`config.mk`:
```
export PLATFORM = sky130hd
export DESIGN_NAME = suma_aritmetica
export DESIGN_NICKNAME = d
export VERILOG_FILES = /design/src/rtl/suma_aritmetica.sv
export SDC_FILE = /design/constraint.sdc
export NUM_CORES = 1
export LEC_CHECK = 0
export ABC_AREA = 1
export BUFFER_PORTS_ARGS = -buffer_cell sky130_fd_sc_hd__clkbuf_2
export CORE_UTILIZATION = 45
export CTS_CLUSTER_DIAMETER = 120
export CTS_CLUSTER_SIZE = 16
export DETAILED_ROUTE_END_ITERATION = 8
export HOLD_SLACK_MARGIN = 0.12
export PLACE_DENSITY = 0.72
export SETUP_SLACK_MARGIN = 0.2
export SLEW_MARGIN = 5
export SYNTH_ARGS = -nofsm -noshare
export SYNTH_HDL_FRONTEND = slang
export SYNTH_SLANG_ARGS = --single-unit
export TNS_END_PERCENT = 1
```
`constraint.sdc`:
```
create_clock -name clk -period 1 [get_ports clk]
set_input_delay 0.3 -clock clk [delete_from_list [all_inputs] [get_ports clk]]
set_output_delay 0.3 -clock clk [all_outputs]
set_load 0.01 [all_outputs]
```
`src/rtl/suma_aritmetica.sv`:
```
// ---------------------------------------------------------------------------
// suma_aritmetica
// Registered unsigned adder for the calculator datapath. On every rising clk
// edge where suma_btn is high, num1 + num2 is captured (full carry kept,
// ANCHO+1 bits). The captured value is held until the next capture or reset.
//
// Ports:
//   clk           in   system clock, rising edge
//   rst           in   asynchronous active-high reset
//   num1, num2    in   ANCHO-bit unsigned operands
//   suma_btn      in   add command, level sampled (debounced upstream)
//   resultado     out  ANCHO+1-bit registered sum
//   listo         out  high for each cycle in which resultado was just updated
//   resultado_bcd out  (only with SUMA_BCD_EN) four BCD digits of resultado,
//                      registered together with resultado
//
// Optional feature macro: SUMA_BCD_EN
// ---------------------------------------------------------------------------
module suma_aritmetica #(
    parameter int ANCHO = 12
) (
    input  logic             clk,
    input  logic             rst,
    input  logic [ANCHO-1:0] num1,
    input  logic [ANCHO-1:0] num2,
    input  logic             suma_btn,
    output logic [ANCHO:0]   resultado,
    output logic             listo
`ifdef SUMA_BCD_EN
    ,
    output logic [15:0]      resultado_bcd
`endif
);

    logic [ANCHO:0] resultado_d, resultado_q;
    logic           listo_d, listo_q;

    always_comb begin
        resultado_d = resultado_q;
        listo_d     = 1'b0;
        if (suma_btn) begin
            // Zero-extend both operands so the carry lands in the top bit.
            resultado_d = {1'b0, num1} + {1'b0, num2};
            listo_d     = 1'b1;
        end
    end

    always_ff @(posedge clk or posedge rst) begin
        if (rst) begin
            resultado_q <= '0;
            listo_q     <= 1'b0;
        end else begin
            resultado_q <= resultado_d;
            listo_q     <= listo_d;
        end
    end

    assign resultado = resultado_q;
    assign listo     = listo_q;

`ifdef SUMA_BCD_EN
    // Double-dabble. Digits shifted out of the top of the 16-bit window are
    // dropped, so wider sums yield their low four decimal digits.
    function automatic logic [15:0] bin2bcd(input logic [ANCHO:0] bin);
        logic [15:0] bcd;
        bcd = '0;
        for (int i = ANCHO; i >= 0; i--) begin
            for (int d = 0; d < 4; d++) begin
                if (bcd[4*d +: 4] >= 4'd5)
                    bcd[4*d +: 4] = bcd[4*d +: 4] + 4'd3;
            end
            bcd = {bcd[14:0], bin[i]};
        end
        return bcd;
    endfunction

    logic [15:0] bcd_d, bcd_q;

    // Convert the next-state value so the BCD copy shares resultado's latency.
    always_comb begin
        bcd_d = bin2bcd(resultado_d);
    end

    always_ff @(posedge clk or posedge rst) begin
        if (rst) bcd_q <= '0;
        else     bcd_q <= bcd_d;
    end

    assign resultado_bcd = bcd_q;
`endif

endmodule

```
==> summary.txt <==
Status
  – Outcome: finished with violations
  – Failing checks: negative setup slack

Timing
  – Worst max-slew margin expressed relative to the limit: between 80 and 90%
  – Pin slew with the least headroom to its limit: between 0.2 and 0.3 ns
  – Tmin final: ~1.2 ns
  – Post-Route Setup TNS: -2.66 ns
  – Clock Skews: 0 ns
  – Hold Fails Final Rpt: 0
  – Unrepaired setup endpoints after global routing: true
  – Fraction of the cycle the final worst path needs: 124%
  – Setup violation total in the final timing report: 25
  – Achievable frequency: between 800 and 900 MHz
  – Worst setup margin: -0.242 ns
  – Final Max Tran Viols: 0

Detailed routing
  – Antenna-violating nets left: 0
  – Sum of met2 wire segment lengths after detailed routing: 1440 um
  – Total via count in the routed design: 1331
  – Detail-routed via count per cell: about 5.0
  – Detailed-router iteration count before antenna repair: 4
  – M1 WL: approximately 1300 um
  – Uppermost metal layer occupied by signal nets: met4
  – Wirelength, routed: 2980 um
  – DRC Markers: 0
  – First-iteration detailed-routing DRC count: 38
  – Routed length per placed instance: roughly 11 um
  – Met3 WL post-DR: 117 um

CTS
  – Number of clock buffers inserted by TritonCTS: 3
  – Total number of H-tree levels: 1
  – Clock tree from TritonCTS: yes
  – Post-CTS clock slew at the launch and capture registers of the worst setup and hold paths: approximately 0.080 ns
  – Clk root buf: sky130_fd_sc_hd__clkbuf_4
  – Total number of clock tree sinks: 14
  – Maximum clock insertion buffer count: 2
  – Skew-Pair Late Insertion Delay: about 0.27 ns

Yosys
  – Number of warnings issued by yosys: 0
  – Register bit count reported by yosys: 14
  – Mean post-synth cell area: about 6.7 um^2
  – Total nets after synthesis: 214
  – Post-synth top area share: a little under a third
  – Register area share after synthesis: between 30% and 40%
  – Count of mapped cells out of synthesis: roughly 170
  – Top cells by area, synth: sky130_fd_sc_hd__dfrtp_1 30%, sky130_fd_sc_hd__nand2_1 22%, sky130_fd_sc_hd__ha_1 13%
  – Count of different cell masters after synthesis: 21
  – Cell type contributing the most total cell area after synthesis: sky130_fd_sc_hd__dfrtp_1
  – Area of the mapped netlist: between 1000 and 1500 um^2

Flow run
  – Max_cap viols: 0

Setup path
  – Critical path cell sequence: buf_6 > ha_4 > fa_2 > nand2_2 > nand3_2 > nand2_2 > xor2_1 > o21ai_1
  – Kind of capture point of the worst setup path: flop
  – Critical path launch point type: input port
  – Cell repeated most along the worst path: sky130_fd_sc_hd__nand2_2
  – Cell family with most CP delay: adder cells
  – Category of the critical setup timing path: in -> reg
  – Crit path max-delay cell type: sky130_fd_sc_hd__fa_2
  – Data required, critical path: roughly 1.2 ns
  – CP Max Fanout: 3
  – Longest individual stage delay on the worst path: about 0.37 ns
  – Data arrival time of the critical path: 1.41 ns
  – Buffers plus inverters on the worst setup path: 1

Die
  – I/O pin total: 41
  – Placeable Area: 2450 um^2
  – Initial standard-cell utilization of the core: between 40% and 50%
  – Die Footprint: roughly 2800 um^2
  – Count of standard-cell rows: 18
  – Die W: ~53 um
  – Die outline height: between 50 and 60 um

Power
  – Relative contribution of the clock network to total power: a little under 20%
  – Logic pwr share: approximately 45%
  – Leakage component of the power: about 0.96 nW
  – Portion of total power attributed to sequential cells: a little over a third
  – Internal Pwr Total: between 1 and 1.5 mW
  – Power density normalized to cell area: 1120 nW/um^2
  – Max IR drop VDD: approximately 0.0009 V
  – Total power draw: about 2 mW
  – Sw Pwr: 0.680 mW
  – Net Sw Frac: 34.7%

Placed design
  – DP Wirelength: 2320 um
  – Port Buf Inserts: 40
  – Placer's final routability congestion estimate: between 0.9 and 1
  – Worst slack at placement: -0.570 ns

Global route
  – First-pass GRT wire length: roughly 4700 um
  – Antenna violations before repair: 0
  – GR Overflow Total: 0
  – Maximum number of pins on one net before global-route repair: 15
  – Vias in the first global route: 1172
  – Global-route usage over all layers: between 20% and 30%

Final layout
  – Proportion of layout cells with a drive suffix above 1: about two fifths
  – Fill cell count: 199
  – Nets@finish: between 200 and 300
  – Antenna fix cells: 0
  – Area overhead of the layout relative to synthesis: 50.1%

Worst hold path
  – Kind of path behind the tightest hold check: in -> reg
==> what timing repair did <==
action                     in CTS  in global routing
pin swaps                       5                  1
hold buffers                    1                  0
setup endpoints to repair      26                 26
resized for setup              15                 11
buffers inserted                1                  0
hold endpoints to repair       14                  0
==> cells in the mapped netlist <==
master                      n
sky130_fd_sc_hd__a21oi_2    2
sky130_fd_sc_hd__nand2_1   68
sky130_fd_sc_hd__o21ai_1    2
sky130_fd_sc_hd__nand3_1   13
sky130_fd_sc_hd__a21oi_1    3
sky130_fd_sc_hd__ha_1      12
sky130_fd_sc_hd__xor2_1     2
sky130_fd_sc_hd__nand4_1    4
sky130_fd_sc_hd__buf_2      1
sky130_fd_sc_hd__nor2_1    13
sky130_fd_sc_hd__nand3b_1   1
sky130_fd_sc_hd__o21ai_0    3
sky130_fd_sc_hd__inv_1     25
sky130_fd_sc_hd__clkbuf_1   1
sky130_fd_sc_hd__o21ai_2    1
sky130_fd_sc_hd__a211oi_1   1
sky130_fd_sc_hd__a31oi_1    2
sky130_fd_sc_hd__dfrtp_1   14
sky130_fd_sc_hd__nand3_2    2
sky130_fd_sc_hd__nand2_2    3
sky130_fd_sc_hd__fa_1       1
==> metal layers <==
layer	vias to the layer above	global-route usage, %
met5	-	0
met3	7	1.72
met2	43	38.8
met4	0	11.8
met1	610	29.2
li1	671	-
==> cells in the final DEF (no fill, tap or decap) <==
| cell | n |
|---|---|
| sky130_fd_sc_hd__nand2_1 | 62 |
| sky130_fd_sc_hd__o21ai_2 | 1 |
| sky130_fd_sc_hd__buf_2 | 1 |
| sky130_fd_sc_hd__buf_6 | 2 |
| sky130_fd_sc_hd__nand3_2 | 3 |
| sky130_fd_sc_hd__ha_1 | 2 |
| sky130_fd_sc_hd__dlygate4sd3_1 | 1 |
| sky130_fd_sc_hd__ha_4 | 10 |
| sky130_fd_sc_hd__nand3_1 | 12 |
| sky130_fd_sc_hd__clkbuf_4 | 3 |
| sky130_fd_sc_hd__inv_1 | 25 |
| sky130_fd_sc_hd__nor2_2 | 4 |
| sky130_fd_sc_hd__clkbuf_8 | 1 |
| sky130_fd_sc_hd__nand3b_1 | 1 |
| sky130_fd_sc_hd__a211oi_1 | 1 |
| sky130_fd_sc_hd__a31oi_1 | 2 |
| sky130_fd_sc_hd__buf_4 | 17 |
| sky130_fd_sc_hd__nand2_2 | 9 |
| sky130_fd_sc_hd__fa_2 | 1 |
| sky130_fd_sc_hd__xor2_1 | 2 |
| sky130_fd_sc_hd__o21ai_1 | 5 |
| sky130_fd_sc_hd__clkbuf_2 | 37 |
| sky130_fd_sc_hd__dfrtp_1 | 14 |
| sky130_fd_sc_hd__nand4_1 | 4 |
| sky130_fd_sc_hd__nor2_1 | 9 |
| sky130_fd_sc_hd__a21oi_2 | 5 |
==> worst min-delay path: stages <==
cell	delay [ns]
sky130_fd_sc_hd__clkbuf_2	0.09
sky130_fd_sc_hd__inv_1	0.08
sky130_fd_sc_hd__nand2_1	0.07
sky130_fd_sc_hd__nand2_1	0.04
==> power by group through the flow <==
stage	Clock (mW)	Combinational (mW)	Sequential (mW)
2_1_floorplan	0	0.403	0.748
3_3_place_gp	0	0.735	0.703
3_5_place_dp	0	0.754	0.709
4_1_cts	0.403	0.834	0.698
5_1_grt	0.428	0.973	0.707
6_report	0.390	0.875	0.695
==> logic make-up (layout without fill, tap and decap cells) <==
kind of cell	count (synthesis)	after routing	share of synthesized area [%]
and+or+nand+nor	104	104	37.7
buffers and inverters	27	87	8.79
AOI/OAI and AO/OA	14	14	7.40
DFF	14	14	30.0
adders and majority gates	13	13	14.6
xor gates and xnor gates	2	2	1.50
==> registers in the layout, summed over array words and instances, names as in the netlist <==
name	cells
resultado	13
listo	1
==> cell type report <==
type	count	area (um^2)	share of cell area, %
inverter	25	93.8	5.36
multi-input combinational	133	883	50.4
clock buffer	4	36.3	2.07
tap	30	37.5	2.14
timing repair buffer	58	350	20.0
sequential	14	350	20.0
==> final timing paths <==
kind	cells past startpoint	slack [ns]	start	end
max reg2reg	2	0.36	resultado[12]	resultado[12]
max	8	-0.24	num2[0]	resultado[4]
min in group asynchronous	4	0.53	rst	resultado[5]
min	4	0.34	suma_btn	resultado[8]
max in group asynchronous	4	0.31	rst	resultado[9]
min reg2reg	2	0.48	resultado[0]	resultado[0]
==> stage by stage <==
stage	cell area (um^2)	instances	hold WS [ns]	utilization [%]
floorplan	1190	174	0.189	-
global placement	1540	258	0.277	62.8
detailed placement	1540	258	0.283	62.8
CTS	1710	264	0.338	69.5
global route	1750	264	0.338	71.4
finish	1750	264	0.337	71.4
Power figures use the tool's default switching activity.
